[config.mk]
export PLATFORM = sky130hd
export DESIGN_NAME = bsg_wormhole_concentrator_in_stamped_flat
export DESIGN_NICKNAME = d
export VERILOG_FILES = /design/src/rtl/bsg_wormhole_concentrator_in_stamped_pkg.sv /design/src/rtl/bsg_wormhole_concentrator_in_stamped_if.sv /design/src/rtl/bsg_wormhole_concentrator_in_stamped_arb.sv /design/src/rtl/bsg_wormhole_concentrator_in_stamped.sv /design/src/flat_wrapper.sv
export SDC_FILE = /design/constraint.sdc
export NUM_CORES = 1
export LEC_CHECK = 0
export ABC_AREA = 0
export CAP_MARGIN = 30
export CORE_MARGIN = 4
export CORE_UTILIZATION = 35
export DETAILED_ROUTE_END_ITERATION = 7
export GPL_TIMING_DRIVEN = 0
export HOLD_SLACK_MARGIN = 0.02
export PLACE_DENSITY = 0.55
export REMOVE_ABC_BUFFERS = 1
export SLEW_MARGIN = 20
export SYNTH_ARGS = -nofsm -noshare
export SYNTH_HDL_FRONTEND = slang
export SYNTH_SLANG_ARGS = --single-unit
[constraint.sdc]
create_clock -name clk_i -period 2.4 [get_ports clk_i]
set_input_delay 0.48 -clock clk_i [delete_from_list [all_inputs] [get_ports clk_i]]
set_output_delay 0.48 -clock clk_i [all_outputs]
set_load 0.01 [all_outputs]
[src/rtl/bsg_wormhole_concentrator_in_stamped_pkg.sv]
// Shared types and helpers for the stamped wormhole concentrator.
package bsg_wormhole_concentrator_in_stamped_pkg;

    typedef enum logic {
        UNLOCKED = 1'b0,
        LOCKED   = 1'b1
    } lock_state_e;

    // Width of an index into n items; never zero so single-input builds still have a port.
    function automatic int safe_clog2(input int n);
        return (n <= 1) ? 1 : $clog2(n);
    endfunction

endpackage

[src/rtl/bsg_wormhole_concentrator_in_stamped_if.sv]
// Input links, concentrated output link and grant status of the concentrator.
interface bsg_wormhole_concentrator_in_stamped_if
    import bsg_wormhole_concentrator_in_stamped_pkg::*;
#(
    parameter int num_in_p     = 2,
    parameter int flit_width_p = 16
);
    localparam int id_width_lp = safe_clog2(num_in_p);

    logic [num_in_p-1:0]              links_v_i;
    logic [num_in_p*flit_width_p-1:0] links_data_i;
    logic [num_in_p-1:0]              links_ready_and_rev_o;
    logic                             concentrated_link_v_o;
    logic [flit_width_p-1:0]          concentrated_link_data_o;
    logic                             concentrated_link_ready_and_rev_i;
    logic [id_width_lp-1:0]           grant_id_o;
    logic                             locked_o;

    modport slave (
        input  links_v_i, links_data_i, concentrated_link_ready_and_rev_i,
        output links_ready_and_rev_o, concentrated_link_v_o, concentrated_link_data_o,
        output grant_id_o, locked_o
    );

    modport master (
        output links_v_i, links_data_i, concentrated_link_ready_and_rev_i,
        input  links_ready_and_rev_o, concentrated_link_v_o, concentrated_link_data_o,
        input  grant_id_o, locked_o
    );

endinterface

[src/rtl/bsg_wormhole_concentrator_in_stamped_arb.sv]
// Packet-granular round-robin arbiter: rr pointer, lock FSM, body-flit counter, one-hot grant.
module bsg_wormhole_concentrator_in_stamped_arb
    import bsg_wormhole_concentrator_in_stamped_pkg::*;
#(
    parameter int num_in_p        = 2,
    parameter int len_width_p     = 3,
    parameter int hold_on_valid_p = 1,
    parameter int id_width_lp     = safe_clog2(num_in_p)
) (
    input  logic                            clk_i,
    input  logic                            reset_n_i,
    input  logic [num_in_p-1:0]             fifo_v,
    input  logic [num_in_p*len_width_p-1:0] head_len,
    input  logic                            ready_and,
    output logic                            out_v,
    output logic [id_width_lp-1:0]          grant_id,
    output logic [num_in_p-1:0]             grant_oh,
    output logic [num_in_p-1:0]             yumi,
    output logic                            locked,
    output logic                            is_header
);

    lock_state_e            state_reg, state_next;
    logic [id_width_lp-1:0] rr_ptr_reg, rr_ptr_next;
    logic [id_width_lp-1:0] grant_id_reg, grant_id_next;
    logic [len_width_p-1:0] remaining_reg, remaining_next;
    logic                   held_reg, held_next;
    logic [id_width_lp-1:0] pick;
    logic                   any_v;
    logic [len_width_p-1:0] pick_len;

    function automatic logic [id_width_lp-1:0] next_id(input logic [id_width_lp-1:0] id);
        return (id == id_width_lp'(num_in_p - 1)) ? '0 : id + id_width_lp'(1);
    endfunction

    // Scan downward so the lowest offset from the rr pointer is the one that sticks.
    always_comb begin
        int idx;
        idx   = 0;
        pick  = rr_ptr_reg;
        any_v = 1'b0;
        for (int i = num_in_p - 1; i >= 0; i--) begin
            idx = int'(rr_ptr_reg) + i;
            if (idx >= num_in_p) idx = idx - num_in_p;
            if (fifo_v[idx]) begin
                pick  = id_width_lp'(idx);
                any_v = 1'b1;
            end
        end
    end

    always_comb begin
        state_next     = state_reg;
        rr_ptr_next    = rr_ptr_reg;
        grant_id_next  = grant_id_reg;
        remaining_next = remaining_reg;
        held_next      = 1'b0;
        grant_id       = grant_id_reg;
        out_v          = 1'b0;
        pick_len       = '0;
        if (state_reg == LOCKED) begin
            out_v = fifo_v[grant_id_reg];
            if (out_v && ready_and) begin
                remaining_next = remaining_reg - len_width_p'(1);
                if (remaining_reg == len_width_p'(1)) state_next = UNLOCKED;
            end
        end else begin
            if (held_reg) begin
                out_v = fifo_v[grant_id_reg];
            end else begin
                grant_id = pick;
                out_v    = any_v;
            end
            if (out_v) begin
                grant_id_next = grant_id;
                pick_len      = head_len[int'(grant_id)*len_width_p +: len_width_p];
                if (ready_and) begin
                    rr_ptr_next = next_id(grant_id);
                    if (pick_len != '0) begin
                        state_next     = LOCKED;
                        remaining_next = pick_len;
                    end
                end else begin
                    held_next = (hold_on_valid_p != 0);
                end
            end
        end
    end

    always_ff @(posedge clk_i or negedge reset_n_i) begin
        if (!reset_n_i) begin
            state_reg     <= UNLOCKED;
            rr_ptr_reg    <= '0;
            grant_id_reg  <= '0;
            remaining_reg <= '0;
            held_reg      <= 1'b0;
        end else begin
            state_reg     <= state_next;
            rr_ptr_reg    <= rr_ptr_next;
            grant_id_reg  <= grant_id_next;
            remaining_reg <= remaining_next;
            held_reg      <= held_next;
        end
    end

    always_comb begin
        grant_oh           = '0;
        grant_oh[grant_id] = 1'b1;
    end

    assign yumi      = grant_oh & {num_in_p{out_v & ready_and}};
    assign locked    = (state_reg == LOCKED);
    assign is_header = (state_reg == UNLOCKED);

endmodule

[src/rtl/bsg_wormhole_concentrator_in_stamped.sv]
// Concentrates num_in_p buffered wormhole links onto one, whole packets at a time, optional cid stamp.
module bsg_wormhole_concentrator_in_stamped
    import bsg_wormhole_concentrator_in_stamped_pkg::*;
#(
    parameter int flit_width_p    = 16,
    parameter int len_width_p     = 3,
    parameter int cid_width_p     = 2,
    parameter int cord_width_p    = 4,
    parameter int num_in_p        = 2,
    parameter int fifo_els_p      = 2,
    parameter int stamp_cid_p     = 0,
    parameter int hold_on_valid_p = 1
) (
    input logic clk_i,
    input logic reset_n_i,
    bsg_wormhole_concentrator_in_stamped_if.slave link
);

    localparam int id_width_lp  = safe_clog2(num_in_p);
    localparam int ptr_width_lp = safe_clog2(fifo_els_p);
    localparam int cnt_width_lp = $clog2(fifo_els_p + 1);
    localparam int cid_lsb_lp   = cord_width_p + len_width_p;

    logic [num_in_p-1:0]             fifo_v, ready_vec, yumi, grant_oh;
    logic [flit_width_p-1:0]         head_data [num_in_p];
    logic [num_in_p*len_width_p-1:0] head_len;
    logic [id_width_lp-1:0]          grant_id;
    logic                            out_v, locked, is_header;
    logic [flit_width_p-1:0]         mux_data, stamped;

    genvar gi;
    for (gi = 0; gi < num_in_p; gi++) begin : g_in
        logic [flit_width_p-1:0] mem_reg [fifo_els_p];
        logic [ptr_width_lp-1:0] rptr_reg, wptr_reg;
        logic [cnt_width_lp-1:0] count_reg;
        logic                    full, enq, deq;

        // Ready is taken from occupancy before any same-cycle dequeue.
        assign full          = (count_reg == cnt_width_lp'(fifo_els_p));
        assign ready_vec[gi] = ~full & reset_n_i;
        assign enq           = link.links_v_i[gi] & ready_vec[gi];
        assign deq           = yumi[gi];

        always_ff @(posedge clk_i) begin
            if (enq) mem_reg[wptr_reg] <= link.links_data_i[gi*flit_width_p +: flit_width_p];
        end

        always_ff @(posedge clk_i or negedge reset_n_i) begin
            if (!reset_n_i) begin
                rptr_reg  <= '0;
                wptr_reg  <= '0;
                count_reg <= '0;
            end else begin
                if (enq) wptr_reg <= (wptr_reg == ptr_width_lp'(fifo_els_p - 1)) ? '0
                                     : wptr_reg + ptr_width_lp'(1);
                if (deq) rptr_reg <= (rptr_reg == ptr_width_lp'(fifo_els_p - 1)) ? '0
                                     : rptr_reg + ptr_width_lp'(1);
                count_reg <= count_reg + cnt_width_lp'(enq) - cnt_width_lp'(deq);
            end
        end

        assign fifo_v[gi]    = (count_reg != '0);
        assign head_data[gi] = mem_reg[rptr_reg];
        assign head_len[gi*len_width_p +: len_width_p] = head_data[gi][cord_width_p +: len_width_p];
    end

    bsg_wormhole_concentrator_in_stamped_arb #(
        .num_in_p        (num_in_p),
        .len_width_p     (len_width_p),
        .hold_on_valid_p (hold_on_valid_p)
    ) arb (
        .clk_i     (clk_i),
        .reset_n_i (reset_n_i),
        .fifo_v    (fifo_v),
        .head_len  (head_len),
        .ready_and (link.concentrated_link_ready_and_rev_i),
        .out_v     (out_v),
        .grant_id  (grant_id),
        .grant_oh  (grant_oh),
        .yumi      (yumi),
        .locked    (locked),
        .is_header (is_header)
    );

    always_comb begin
        mux_data = '0;
        for (int i = 0; i < num_in_p; i++) begin
            mux_data = mux_data | (head_data[i] & {flit_width_p{grant_oh[i]}});
        end
    end

    if (stamp_cid_p != 0 && cid_width_p > 0) begin : g_stamp
        logic [cid_width_p-1:0] cid_stamp;
        always_comb begin
            cid_stamp                   = '0;
            cid_stamp[id_width_lp-1:0]  = grant_id;
            stamped                     = mux_data;
            if (is_header) stamped[cid_lsb_lp +: cid_width_p] = cid_stamp;
        end
    end else begin : g_pass
        assign stamped = mux_data;
    end

    // Data is forced to zero when idle so nothing stale leaks out, including during reset.
    assign link.links_ready_and_rev_o    = ready_vec;
    assign link.concentrated_link_v_o    = out_v;
    assign link.concentrated_link_data_o = out_v ? stamped : '0;
    assign link.grant_id_o               = grant_id;
    assign link.locked_o                 = locked;

endmodule

[src/flat_wrapper.sv]
// flat-port wrapper written by rule: the top's interface ports become plain ports
module bsg_wormhole_concentrator_in_stamped_flat import bsg_wormhole_concentrator_in_stamped_pkg::*;
#(
    parameter int flit_width_p    = 16,
    parameter int len_width_p     = 3,
    parameter int cid_width_p     = 2,
    parameter int cord_width_p    = 4,
    parameter int num_in_p        = 2,
    parameter int fifo_els_p      = 2,
    parameter int stamp_cid_p     = 0,
    parameter int hold_on_valid_p = 1
)
  (clk_i, reset_n_i, link_links_v_i, link_links_data_i, link_concentrated_link_ready_and_rev_i, link_links_ready_and_rev_o, link_concentrated_link_v_o, link_concentrated_link_data_o, link_grant_id_o, link_locked_o);
  bsg_wormhole_concentrator_in_stamped_if #(.num_in_p(num_in_p), .flit_width_p(flit_width_p)) link_i ();
  input logic clk_i;
  input logic reset_n_i;
  input wire logic [$bits(link_i.links_v_i)-1:0] link_links_v_i;
  input wire logic [$bits(link_i.links_data_i)-1:0] link_links_data_i;
  input wire logic [$bits(link_i.concentrated_link_ready_and_rev_i)-1:0] link_concentrated_link_ready_and_rev_i;
  output wire logic [$bits(link_i.links_ready_and_rev_o)-1:0] link_links_ready_and_rev_o;
  output wire logic [$bits(link_i.concentrated_link_v_o)-1:0] link_concentrated_link_v_o;
  output wire logic [$bits(link_i.concentrated_link_data_o)-1:0] link_concentrated_link_data_o;
  output wire logic [$bits(link_i.grant_id_o)-1:0] link_grant_id_o;
  output wire logic [$bits(link_i.locked_o)-1:0] link_locked_o;
  assign link_i.links_v_i = link_links_v_i;
  assign link_i.links_data_i = link_links_data_i;
  assign link_i.concentrated_link_ready_and_rev_i = link_concentrated_link_ready_and_rev_i;
  assign link_links_ready_and_rev_o = link_i.links_ready_and_rev_o;
  assign link_concentrated_link_v_o = link_i.concentrated_link_v_o;
  assign link_concentrated_link_data_o = link_i.concentrated_link_data_o;
  assign link_grant_id_o = link_i.grant_id_o;
  assign link_locked_o = link_i.locked_o;
  bsg_wormhole_concentrator_in_stamped #(.flit_width_p(flit_width_p), .len_width_p(len_width_p), .cid_width_p(cid_width_p), .cord_width_p(cord_width_p), .num_in_p(num_in_p), .fifo_els_p(fifo_els_p), .stamp_cid_p(stamp_cid_p), .hold_on_valid_p(hold_on_valid_p)) u_core (.clk_i(clk_i), .reset_n_i(reset_n_i), .link(link_i));
endmodule
==> reports/summary.txt <==
status: finished with violations
violated checks: negative setup slack
Final Power: 0.006833 W
largest net degree at the start of global routing: 25
synthesized area: 3627 um^2
1st-iter DRT viols: 52
Clock Path Buffers: 2
Storage cell area: 2300 um^2
Worst path depth: 8
buffers plus inverters on the worst setup path: 3
Worst EP arrival: 2.30 ns
Core Area: 9955 um^2
worst setup path endpoint: link_concentrated_link_data_o[6]
initial antenna violation count: 0
GPL Wtd Cong: 0.8271
Hold Buf Count CTS: 0
top cell type's share of synthesized area: 0.5298
Clk Latency, worst-skew pair: 0.34 ns
global-route wire length before repair: 12.42 mm
crit end category: primary output
Root Driver: clkbuf_8
number of fillers in the final layout: 904
Global Route Usage Sum: 0.1391
unrepaired setup endpoints after global routing: true
Setup Skew: 0.008603 ns
drt via density: 4.947
setup violators final: 19
CTS Buf Count: 9
chip height: 109.8 um
FF-to-FF path depth: 12
peak supply drop: 0.4283 mV
max reg flops: 64
clock sink total: 79
IO Port Bufs: 57
GRT overflow: 0
Worst R2R Setup Slack: -0.07 ns
P_leak: 1.763 nW
Final Hold Viols: 0
vias in the first global route: 2321
reg2reg start: u_core.g_in[1].count_reg[0]
critical path's top delay family: multiplexers
min cycle time layout: 2.783 ns
PnR worst setup slack: -0.3829 ns
Clk pin slew, worst setup/hold paths: 0.09 ns
CP most frequent cell: buf_6
Placed Area: 4384 um^2
slowest stage delay, CP: 0.40 ns
YS warnings: 0
Synth Register Bits: 79
Multi-input gate area: 1323 um^2
pin slew with the least headroom to its limit: 0.8632 ns
Seq/Total Area, Yosys: 0.6333
full die area: 12060 um^2
EDFF count, synth: 64
Slew Viols, Final: 0
critical path, cell by cell: or2_4, maj3_2, mux2i_4, buf_6, inv_4, mux2_4, nor2_4, buf_6
total wire length: 8.371 mm
row cnt: 36
placed instance count: 433
Initial Utilization: 0.3644
reg-to-reg endpoint: u_core.g_in[1].count_reg[1]
Die X: 109.8 um
startpoint types: register
Antenna diodes: 0
Hold WC Path Type: input port to asynchronous set/reset pin
Wirelength per Cell: 17.74 um
Required @ worst endpoint: 1.92 ns
most frequent cell after synthesis: edfxtp_1
Final Instance Area: 4837 um^2
Final Cycle Share: 1.160
synthesized instance count: 251
Final nets: 377
max cap viols: 0
Slew HR: 0.4245
fin cells: 472
cell taking the most area after synthesis: edfxtp_1
via count: 2335
syn avg cell area: 14.45 um^2
Synth cell types: 50
DPL Wire Length: 5.493 mm
Synth async-reset ratio: 0.1899
crit path launch: u_core.g_in[1].count_reg[1]
CP max-delay cell: dfrtp_1
post-place setup slack: -0.8915 ns
Pre-antenna DRT Iters: 4
# IOs: 58
commonest cells in the netlist: edfxtp_1, mux2i_1, a211oi_2, dfrtp_1, nor2b_1
Max Fclk: 359.3 MHz
fraction of layout cells with a size suffix above 1: 0.3304
PwrDens: 1413 nW/um^2
CTS tree: built
H-tree levels: 3
dominant synthesized flop cell: edfxtp_1
crit path max fanout: 5
largest cells by area after synthesis: edfxtp_1, dfrtp_1, mux2i_1
Setup CP Type: register to primary output
Final ANT Viol Nets: 0
# DRC: 0
layout overhead on the synthesized area: 33.36%
[cell usage in the layout, fill, tap and decap left out, types with 3 or more instances in the layout]
cell type,n
a211oi_1,6
a211oi_2,21
a21oi_1,3
and3_1,3
buf_12,3
buf_2,16
buf_4,12
buf_6,13
clkbuf_8,9
clkdlybuf4s50_1,38
dfrtp_1,13
edfxtp_1,64
ha_1,4
inv_1,10
inv_6,3
mux2i_1,19
nand2_1,7
nor2_1,9
nor2_2,3
nor2_4,3
nor2b_1,15
or2_4,4
xnor2_1,5
[power breakdown]
part           switching, W  internal [W]  total [W]
clock network      0.000508      0.000387   0.000894
logic               0.00191       0.00196    0.00387
registers          0.000295       0.00177    0.00207
[timing repair]
item                                    in CTS  in global routing
resized for setup                           95                 30
cloned                                       2                  1
endpoints found under the setup margin      87                 21
pin swaps                                   16                 15
setup buffers                               13                 11
[metal layers]
metal | share of wire | vias to the layer above | track usage
met5 | 0 | - | 0
met4 | 0.0091 | 0 | 0.05165
met3 | 0.037 | 5 | 0.02231
met2 | 0.50 | 46 | 0.2227
met1 | 0.45 | 1161 | 0.1903
li1 | - | 1123 | -
[through the flow]
step	hold WS (ns)	utilization	TNS, ns
2_1_floorplan	0.1844	-	-4.191
3_3_place_gp	0.4756	0.4306	-86.93
3_5_place_dp	0.4846	0.4404	-53.85
4_1_cts	0.05282	0.4710	-5.929
5_1_grt	0.02214	0.4859	-7.168
6_report	0.02048	0.4859	-5.234
[layout make-up]
class | count | share of cell area
sequential | 79 | 0.4754
multi-input combinational | 147 | 0.2734
timing repair buffer | 85 | 0.1694
tap | 133 | 0.03440
clock buffer | 9 | 0.02561
clock inverter | 7 | 0.01138
inverter | 12 | 0.01035
[cell families (layout without fill, tap and decap cells)]
| group | count (synthesis) | in the layout | share of synthesized area |
|---|---|---|---|
| buffers and inverters | 25 | 113 | 0.03380 |
| AO/OA/AOI/OAI | 52 | 52 | 0.1314 |
| multiplexers | 24 | 24 | 0.07209 |
| adder cells (fa/ha/maj) | 8 | 8 | 0.02690 |
| XOR/XNOR | 8 | 8 | 0.01932 |
| AND/OR/NAND/NOR | 55 | 55 | 0.08314 |
| flip-flops | 79 | 79 | 0.6333 |
[how the worst min path moves through the flow]
stage	endpoint	slack (ns)	depth (start not counted)
global route	u_core.g_in[1].count_reg[0]	0.02	1
global placement	u_core.g_in[0].wptr_reg	0.48	1
finish	u_core.arb.rr_ptr_reg	0.02	1
floorplan	u_core.arb.grant_id_reg	0.18	0
CTS	u_core.g_in[1].count_reg[0]	0.05	1
detailed placement	u_core.arb.remaining_reg[1]	0.48	1
(Power assumes the default switching activity.)
